--- src/rtl/rf_write_arbiter.sv ---
// Register-file write port arbiter: pipeline writeback always wins, multi-cycle
// unit results wait in a small FIFO and drain whenever the port is otherwise free.
module rf_write_arbiter #(
    parameter int DEPTH        = 2,
    parameter int STARVE_LIMIT = 4
) (
    input  logic        clk,
    input  logic        reset,
    input  logic        wb_we,
    input  logic [4:0]  wb_rd,
    input  logic [31:0] wb_data,
    input  logic        mdu_valid,
    input  logic [4:0]  mdu_rd,
    input  logic [31:0] mdu_data,
    output logic        mdu_ready,
    output logic        RegWrite,
    output logic [4:0]  Write_register,
    output logic [31:0] Write_data,
    output logic [31:0] pending,
    output logic        stall_req,
    output logic        conflict_err
);

    localparam int PTR_W = (DEPTH > 1) ? $clog2(DEPTH) : 1;
    localparam int CNT_W = PTR_W + 1;
    localparam logic [CNT_W-1:0] FULL    = CNT_W'(DEPTH);
    localparam logic [CNT_W-1:0] CNT_ONE = CNT_W'(1);
    localparam logic [PTR_W-1:0] PTR_ONE = PTR_W'(1);
    localparam logic [3:0]       LIMIT   = 4'(STARVE_LIMIT);

    logic [4:0]       rd_mem   [DEPTH];
    logic [31:0]      data_mem [DEPTH];
    logic [PTR_W-1:0] wr_ptr_q, wr_ptr_d;
    logic [PTR_W-1:0] rd_ptr_q, rd_ptr_d;
    logic [CNT_W-1:0] count_q, count_d;
    logic [3:0]       starve_q, starve_d;
    logic             stall_q, stall_d;
    logic             err_q, err_d;
    logic             wb_grant, head_grant, push, not_empty;
    logic [PTR_W-1:0] idx;

    assign not_empty  = (count_q != '0);
    assign mdu_ready  = (count_q != FULL);
    // Writes to r0 are handshaken but never stored.
    assign push       = mdu_valid && mdu_ready && (mdu_rd != 5'd0);
    assign wb_grant   = wb_we && (wb_rd != 5'd0);
    assign head_grant = !wb_grant && not_empty;

    assign stall_req    = stall_q;
    assign conflict_err = err_q;

    always_comb begin
        RegWrite       = wb_grant || head_grant;
        Write_register = 5'd0;
        Write_data     = 32'd0;
        if (wb_grant) begin
            Write_register = wb_rd;
            Write_data     = wb_data;
        end else if (head_grant) begin
            Write_register = rd_mem[rd_ptr_q];
            Write_data     = data_mem[rd_ptr_q];
        end
    end

    always_comb begin
        pending = '0;
        idx     = '0;
        for (int i = 0; i < DEPTH; i++) begin
            idx = rd_ptr_q + PTR_W'(i);
            if (CNT_W'(i) < count_q) pending[rd_mem[idx]] = 1'b1;
        end
        pending[0] = 1'b0;
    end

    always_comb begin
        wr_ptr_d = push ? wr_ptr_q + PTR_ONE : wr_ptr_q;
        rd_ptr_d = head_grant ? rd_ptr_q + PTR_ONE : rd_ptr_q;
        case ({push, head_grant})
            2'b10:   count_d = count_q + CNT_ONE;
            2'b01:   count_d = count_q - CNT_ONE;
            default: count_d = count_q;
        endcase

        // Starvation only accumulates while an entry waits behind writeback.
        starve_d = starve_q;
        stall_d  = stall_q;
        if (!not_empty || head_grant) begin
            starve_d = 4'd0;
            stall_d  = 1'b0;
        end else begin
            if (starve_q != LIMIT) starve_d = starve_q + 4'd1;
            if (starve_q == LIMIT) stall_d = 1'b1;
        end

        err_d = err_q || (stall_q && wb_grant);
    end

    always_ff @(posedge clk) begin
        if (push) begin
            rd_mem[wr_ptr_q]   <= mdu_rd;
            data_mem[wr_ptr_q] <= mdu_data;
        end
    end

    always_ff @(posedge clk or posedge reset) begin
        if (reset) begin
            wr_ptr_q <= '0;
            rd_ptr_q <= '0;
            count_q  <= '0;
            starve_q <= 4'd0;
            stall_q  <= 1'b0;
            err_q    <= 1'b0;
        end else begin
            wr_ptr_q <= wr_ptr_d;
            rd_ptr_q <= rd_ptr_d;
            count_q  <= count_d;
            starve_q <= starve_d;
            stall_q  <= stall_d;
            err_q    <= err_d;
        end
    end

endmodule

--- config.mk ---
export PLATFORM = sky130hd
export DESIGN_NAME = rf_write_arbiter
export DESIGN_NICKNAME = d
export VERILOG_FILES = /design/src/rtl/rf_write_arbiter.sv
export SDC_FILE = /design/constraint.sdc
export NUM_CORES = 1
export LEC_CHECK = 0
export CAP_MARGIN = 20
export CORE_MARGIN = 4
export CORE_UTILIZATION = 25
export CTS_CLUSTER_DIAMETER = 200
export DETAILED_ROUTE_END_ITERATION = 7
export PLACE_DENSITY = 0.57
export SLEW_MARGIN = 20
export SYNTH_ARGS = -nofsm -noshare
export SYNTH_HDL_FRONTEND = slang
export SYNTH_SLANG_ARGS = --single-unit
--- constraint.sdc ---
create_clock -name clk -period 5.9 [get_ports clk]
set_input_delay 1.18 -clock clk [delete_from_list [all_inputs] [get_ports clk]]
set_output_delay 1.18 -clock clk [all_outputs]
set_load 0.005 [all_outputs]
After elaboration in Yosys (flattened, before gate mapping):

Memories as Yosys holds them, arrays and structs flattened.
Cells that the tools add are included.

* order comparisons: 6
* multiplexer cells: 17
* equality and inequality tests: 5
* reduce and logical (&&, ||, !) cells: 18
* bitwise gates (word level): 1
* add/subtract/negate cells: 5

Operator list (number)
* two-way mux 32 bit: 4
* bitwise OR 32 bit: 1
* < comparator 5 x 6 -> 1 bit, second input constant: 2
* demux 1 bit (select 5 bit): 2
* >= comparator 5 x 1 -> 1 bit, second input constant: 2
* two-way mux 5 bit: 2
* nonzero test 5 bit: 2
* two-way mux 4 bit: 2
* nonzero test 2 bit: 4
* logical AND 1 bit: 7
* two-way mux 1 bit: 6
* adder 4 x 1 -> 4 bit, second input constant: 1
* equality test 4 x 3 -> 1 bit, second input constant: 1
* < comparator 1 x 2 -> 1 bit, first input constant: 2
* != test 4 x 3 -> 1 bit, second input constant: 1
* case mux 2 bit (2 select lines): 1
* logical OR 1 bit: 3
* adder 1 bit, second input constant: 2
* adder 2 x 1 -> 2 bit, second input constant: 1
* equality test 2 x 1 -> 1 bit, second input constant: 1
* equality test 2 bit, second input constant: 1
* zero test 1 bit: 2
* != test 2 bit, second input constant: 1
* subtractor 2 x 1 -> 2 bit, second input constant: 1

* bits in writable memories: 74
* register bits after elaboration: 10
* memories: 2
* output and inout port bits: 73

Memories
* data_mem: depth 2, width 32, rd ports 1, clocked after Yosys merged registers in 0, wr ports 1, line 32 `logic [31:0] data_mem [DEPTH];`
* rd_mem: depth 2, width 5, rd ports 2, clocked after Yosys merged registers in 0, wr ports 1, line 31 `logic [4:0] rd_mem [DEPTH];`

Longest topological paths before layout:

An unclocked memory read counts as a cell.

* word-level depth: 8
* depth in mapped cells: 8

Least setup slack after synthesis:

No wires, ideal clock.

* kind: input to output
* start: in wb_rd[1]
* end: out Write_data[27]
* slack: 2224 ps
* stages: 5
* arrival time: 2496 ps
* required time: 4720 ps
* cell sequence: or4_4 -> o21ai_2 -> buf_6 -> buf_6 -> mux2_1

* cells in the longest elaborated chain, start to end: 6

RTL lines
* from (decl): line 10 `input logic [4:0] wb_rd,`
* nonzero test 5 bit *: line 46 `assign wb_grant = wb_we && (wb_rd != 5'd0);`
* logical AND 1 bit *: line 46
* zero test 1 bit: line 47 `assign head_grant = !wb_grant && not_empty;`
* logical AND 1 bit: line 47
* two-way mux 32 bit: line 59 `end else if (head_grant) begin`
* two-way mux 32 bit *: line 56 `if (wb_grant) begin`
* to (decl): line 18 `output logic [31:0] Write_data,`

Mark *: on every way between the ends. The rest lies on a longest branch, timed or not.

Worst setup path in the final report:

* start: in wb_rd[1]
* end: out Write_data[2]

Same word-level chain as after synthesis.

==> summary.txt <==
Outcome
  – Status: finished clean

Synth
  – Flop and latch count out of synthesis: 84
  – Multiplexer share of the synthesized area: 0.201
  – Dominant cells by area after synthesis: edfxtp_1, mux2i_1, mux2_2
  – Mapped Avg Cell Area: 12.9 µm²
  – Yosys cell types: 37
  – Async set or reset register ratio after synthesis: 0.119
  – Post-synthesis sequential area ratio: 0.561
  – Synth Area in Compound Gates: 0.0806
  – Syn_nets: 427
  – Largest family of logic cells by synthesized area: multiplexers
  – Synth top area share: 0.504
  – Post-synth EDFFs: 74
  – Synth warnings: 0
  – Post-Synth Adder-Cell Area: 0.0170
  – Yosys top cell by area: edfxtp_1
  – Post-synthesis simple-gate area fraction: 0.0984
  – Predominant post-synthesis flop cell: edfxtp_1
  – Synthesized cell area: 4410 µm²
  – Synth Area in XOR/XNOR: 0.00993
  – Cells after Synth: 343

Worst setup path
  – Setup CP Type: input port to primary output
  – Delay-heaviest family, CP: buffers and inverters
  – Most used cell, CP: clkdlybuf4s50_1
  – FF-to-FF path depth: 7
  – Worst path required time: 4.72 ns
  – CP Launch Type: input port
  – Critical Path Sink: Write_data[2]
  – Crit-path slowest cell: or4_4
  – Crit path DAT: 3.68 ns
  – Worst path cell trace: clkdlybuf4s50_1, or4_4, o21ai_4, buf_4, mux2_2, clkdlybuf4s50_1
  – CP Max Fanout: 38
  – Worst path bufs/invs: 3
  – Critical Path Source: wb_rd[1]
  – Worst R2R End: data_mem[1][9]
  – Setup crit end kind: primary output
  – Max incr delay on CP: 0.58 ns
  – Reg2reg start: count_q[0]
  – Internal reg-to-reg setup slack: 3.78 ns
  – Crit. path cell count: 6

Global routing
  – Gr usage total: 0.114
  – Largest net degree at the start of global routing: 66
  – First-pass GRT wire length: 18000 µm
  – Met2 Resource Use GR: 0.191
  – GR Util met1: 0.138
  – Gr busiest metal: met2
  – Vias in the first global route: 3444
  – Met3 GRT Util: 0.0343
  – Remaining Overflow, GRT: 0
  – Initial antenna violation count: 0

Layout
  – Area Overhead vs Synth: 47.3%
  – Final Util: 0.376
  – Layout net count: 573
  – Diode count: 0
  – Layout cell share with drive strength beyond 1: 0.118
  – Design area: 6500 µm²

Clock network
  – CTS tree: built
  – H-tree depth: 3
  – Clock Path Buffers: 2
  – Setup bufs post-CTS: 0
  – TritonCTS buffer count: 9
  – Sink Count: 84
  – Worst skew pair latency: 0.33 ns
  – # hold bufs at CTS: 0
  – Cts repair resizes: 0
  – Clock-pin slew on the worst setup and hold paths: 0.06 ns
  – Root Buffer: clkbuf_16

Die
  – Io pins: 151
  – Starting density of the core: 0.255
  – DIE WIDTH: 141 µm
  – # rows: 48
  – Die ar.: 19800 µm²
  – Core area: 17300 µm²
  – Die span in y: 141 µm

STA
  – Setup Skew: 0.00681 ns
  – Fmax: 206 MHz
  – Period utilization: 0.824
  – RSZ-0062 raised after global routing: false
  – Rel. slew slack: 0.374
  – Final setup vio count: 0
  – Minimum clock period: 4.86 ns
  – Final Hold Fails: 0
  – Setup TNS: 0 ns
  – Max-slew violation count: 0
  – Slew @ Worst Pin: 0.940 ns

Route
  – Post-route DRC: 0
  – Drt first pass iters: 4
  – Antenna Nets Post-Route: 0
  – Mean number of vias per cell: 4.65
  – Total detailed-routing wirelength: 11300 µm
  – Vias: 3336
  – Drt wl/cell: 15.7 µm
  – Starting DRC count in detailed routing: 146

Pwr
  – Static Leak: 2.36 nW
  – Peak supply drop: 0.166 mV
  – Power, Total: 2.68 mW
  – PD cells: 412 nW/µm²

Placement
  – Port buffer count: 149
  – Dpl cell area: 6180 µm²
  – Placer Congestion: 0.781
  – Final HPWL DP: 8200 µm

Job
  – Max-cap violations: 0

Hold path
  – Worst hold path type: flip-flop to flip-flop
sequential cells by signal, summed over array words and instances (netlist names):
signal,flops
data_mem,64
stall_req,1
rd_ptr_q,1
starve_q,4
count_q,2
conflict_err,1
rd_mem,10
wr_ptr_q,1
layout make-up:
| type | instances | area [µm²] |
|---|---|---|
| tap | 225 | 282 |
| multi-input combinational | 234 | 1830 |
| timing repair buffer | 153 | 1570 |
| inverter | 7 | 26.3 |
| clock buffer | 10 | 229 |
| clock inverter | 5 | 76.3 |
| fill | 1669 | 10800 |
| sequential | 84 | 2480 |
synthesized netlist by cell type (3+ instances only):
cell / count
ha_1: 6
mux2_4: 10
nand2_1: 7
nor2_1: 36
o31ai_1: 5
dfrtp_1: 10
o22ai_1: 31
nor3b_1: 5
edfxtp_1: 74
mux2i_1: 42
nand3b_1: 4
xnor2_1: 5
mux2_2: 24
and3b_1: 3
o21ai_0: 11
a21o_1: 4
clkbuf_1: 7
nor3_1: 7
nand3_1: 14
buf_2: 6
mux2_1: 4
nor2b_1: 3
inv_1: 7
through the flow:
stage	hold WS [ns]	setup slack [ns]	std cells
4_1_cts	0.482	0.989	718
5_1_grt	0.503	0.926	718
6_report	0.471	1.04	718
3_5_place_dp	0.468	0.996	703
2_1_floorplan	0.451	2.22	343
3_3_place_gp	0.454	1.06	700
worst reg2reg max path: cells and delay by family (launching register included):
| family | cells | cell delay (ns) |
|---|---|---|
| simple gates | 1 | 0.42 |
| compound gates | 1 | 0.26 |
| flops | 1 | 0.39 |
| fa+ha+maj | 1 | 0.20 |
| buf+inv | 4 | 0.55 |
power by group:
part,switching [mW],internal [mW],total [mW],leakage [nW]
combinational,0.507,0.628,1.14,1.39
clock,0.215,0.367,0.582,0.148
sequential,0.151,0.808,0.959,0.815
total,0.873,1.80,2.68,2.36
kinds of logic (layout without fill, tap and decap cells):
kind of cell / Yosys count / in the layout
and+or+nand+nor: 86 / 86
adders and majority gates: 6 / 6
buffers and inverters: 25 / 175
muxes: 80 / 80
DFF: 84 / 84
other: 1 / 1
AOI/OAI and AO/OA: 56 / 56
xor gates and xnor gates: 5 / 5
per-layer routing:
metal | wire length [µm] | up-vias
met3 | 910 | 16
met2 | 5350 | 152
met1 | 4820 | 1567
met5 | 0 | -
met4 | 180 | 0
li1 | - | 1601
cells in the final DEF, fill, tap and decap left out, types with 2 or more instances in the layout:
cell             count
a21o_1               4
and3b_1              3
buf_16               2
bufinv_16            2
clkbuf_16            9
clkdlybuf4s50_1    149
clkinv_1             2
dfrtp_1              9
edfxtp_1            74
ha_1                 5
inv_1                7
mux2_1               4
mux2_2              24
mux2_4              10
mux2i_1             42
nand2_1              7
nand2b_1             2
nand3_1             14
nand3b_1             4
nor2_1              34
nor2_4               2
nor2b_1              3
nor3_1               7
nor3b_1              5
o21ai_0             11
o22ai_1             31
o31ai_1              5
or3b_2               2
xnor2_1              5
worst min-delay path by stage:
stage / to / startpoint / cells after the start / slack (ns)
CTS: conflict_err / conflict_err / 1 / 0.48
floorplan: conflict_err / conflict_err / 1 / 0.45
global route: conflict_err / conflict_err / 1 / 0.50
detailed placement: conflict_err / conflict_err / 1 / 0.47
global placement: conflict_err / conflict_err / 1 / 0.45
finish: conflict_err / conflict_err / 1 / 0.47
Power figures use the tool's default switching activity.
==> variant (config.mk and constraints unchanged) <==
Make the reset (`reset`) synchronous in one clocked block.
--- a/src/rtl/rf_write_arbiter.sv
+++ b/src/rtl/rf_write_arbiter.sv
@@ -103,5 +103,5 @@
     end
 
-    always_ff @(posedge clk or posedge reset) begin
+    always_ff @(posedge clk) begin
         if (reset) begin
             wr_ptr_q <= '0;
Function: differs if reset is asserted again (counterexample within 4 cycles, from zero or initial values and one cycle with reset high); with reset held inactive, the same outputs for 4 cycles.
==> variant against the original RTL <==
Sequential cell count increased by 1; synthesized area increased by 0.60%; routed wire length increased by 3.6%; clock skew increased by 0.0039 ns; total power decreased by 19%; register-to-register slack got worse by 0.51 ns; count of clock-buffer cells in the layout decreased by 1; worst hold slack improved by 0.011 ns; setup slack improved by 0.12 ns; design area decreased by 0.91%; critical endpoint is now Write_data[21]; largest power group is now sequential cells.
==> variant: results (changes against the original RTL) <==
.. list-table::
   :header-rows: 1

   * - Metric
     - Value
   * - Arrival time of the worst setup path
     - 3.57 ns (was 3.68 ns)
   * - Async set or reset register ratio after synthesis
     - 0% (was 11.90%)
   * - Synthesized instance count
     - 357 (was 343)
   * - Headroom to the max-slew limit
     - 33.06% (was 37.36%)
   * - Critical path fanouts, max
     - 37 (was 38)
   * - Adder and majority cell fraction of the synthesized area
     - 1.692% (was 1.702%)
   * - Clock Skew
     - 0.01075 ns (was 0.006810 ns)
   * - Count of different cell masters after synthesis
     - 44 (was 37)
   * - First-pass GRT wire length
     - 18.62 mm (was 17.98 mm)
   * - Final core occ
     - 37.09% (was 37.56%)
   * - HPWL after detailed placement
     - 8.618 mm (was 8.198 mm)
   * - Capture endpoint of the worst hold path
     - conflict_err (unchanged)
   * - Capture point of the critical path
     - Write_data[21] (was Write_data[2])
   * - Fraction of layout cells with a size suffix above 1
     - 12.28% (was 11.76%)
   * - Wire length the detailed router placed on met1
     - 4.884 mm (was 4.822 mm)
   * - Launch point of the worst hold path
     - conflict_err (unchanged)
   * - Post-synthesis compound-gate area fraction
     - 9.363% (was 8.057%)
   * - Per-cell via count in the routed design
     - 4.699 (was 4.646)
   * - Sequential Power Share
     - 38.2% (was 35.8%)
   * - Power dissipated by switching net loads
     - 678.5 µW (was 872.9 µW)
   * - Number of inserted filler cells in the final layout
     - 1,656 (was 1,669)
   * - Number of nets produced by synthesis
     - 441 (was 427)
   * - Depth of the worst register-to-register path
     - 8 (was 7)
   * - Synth Area in XOR/XNOR
     - 0.5922% (was 0.9929%)
   * - Run status
     - finished clean (unchanged)
   * - Reg-to-reg slack, setup
     - 3.27 ns (was 3.78 ns)
   * - Combinational Power Share
     - 36.9% (was 42.4%)
   * - Dominant power group
     - sequential cells (was combinational cells)
   * - Share of synthesized area occupied by flip-flops and latches
     - 55.05% (was 56.06%)
   * - WL final
     - 11.67 mm (was 11.26 mm)
   * - RR Endpoint
     - count_q[1] (was data_mem[1][9])
   * - Worst voltage drop across the vdd grid
     - 0.1394 mV (was 0.1660 mV)
   * - Reported sequential group power
     - 832 µW (was 959 µW)
   * - Placed instance count
     - 714 (was 703)
   * - Top post-synthesis cells by area
     - sky130_fd_sc_hd__edfxtp_1 (50%), sky130_fd_sc_hd__mux2_2 (9.6%), sky130_fd_sc_hd__mux2i_1 (9.0%) (was sky130_fd_sc_hd__edfxtp_1 (50%), sky130_fd_sc_hd__mux2i_1 (9.5%), sky130_fd_sc_hd__mux2_2 (6.1%))
   * - Fin nets
     - 584 (was 573)
   * - Mux share of post-synthesis cell area
     - 18.92% (was 20.09%)
   * - Leading cell types by count after synthesis
     - sky130_fd_sc_hd__edfxtp_1 (74), sky130_fd_sc_hd__nor2_1 (43), sky130_fd_sc_hd__mux2i_1 (40) (was sky130_fd_sc_hd__edfxtp_1 (74), sky130_fd_sc_hd__mux2i_1 (42), sky130_fd_sc_hd__nor2_1 (36))
   * - Final weighted congestion in routability-driven placement
     - 0.8393 (was 0.7809)
   * - Routed WL per cell
     - 15.98 µm (was 15.69 µm)
   * - Vias in the first global route
     - 3,646 (was 3,444)
-- variant: changes by cell type after synthesis, moves of 4 or more --
cell,unedited run,this run
sky130_fd_sc_hd__dfrtp_1,10,0
sky130_fd_sc_hd__dfxtp_1,0,11
sky130_fd_sc_hd__mux2_2,24,38
sky130_fd_sc_hd__mux2_4,10,0
sky130_fd_sc_hd__nor2_1,36,43
sky130_fd_sc_hd__nor3_1,7,3
sky130_fd_sc_hd__o21ai_0,11,7
sky130_fd_sc_hd__xnor2_1,5,1
-- variant: layout make-up --
| cell class | count | area share (%) |
|---|---|---|
| multi-input cells | 245 | 29.06 |
| well taps | 225 | 4.373 |
| flip-flops and latches | 85 | 37.96 |
| repair buffers | 152 | 23.71 |
| clock inverters | 7 | 0.9913 |
| clock buffers | 9 | 3.499 |
| inverters | 7 | 0.4082 |
-- variant: tightest hold or removal path: stages, from the launching register on --
cell and delay (ns):
sky130_fd_sc_hd__dfxtp_1 0.34, sky130_fd_sc_hd__nand2b_1 0.06, sky130_fd_sc_hd__o31ai_1 0.05
-- variant: cells by family (layout without fill, tap and decap cells) --
family / after synthesis / after routing
mux: 79 / 79
xor+xnor: 3 / 3
buf+inv: 27 / 175
flops: 85 / 85
fa+ha+maj: 6 / 6
other cells: 1 / 1
simple gates: 95 / 95
compound gates: 61 / 61
-- variant: through the flow --
stage / setup slack [ns] / hold slack [ns]
floorplan: 2.191 / 0.4559
global placement: 1.177 / 0.4533
detailed placement: 1.166 / 0.4610
CTS: 1.142 / 0.4852
global route: 1.029 / 0.5225
finish: 1.154 / 0.4816
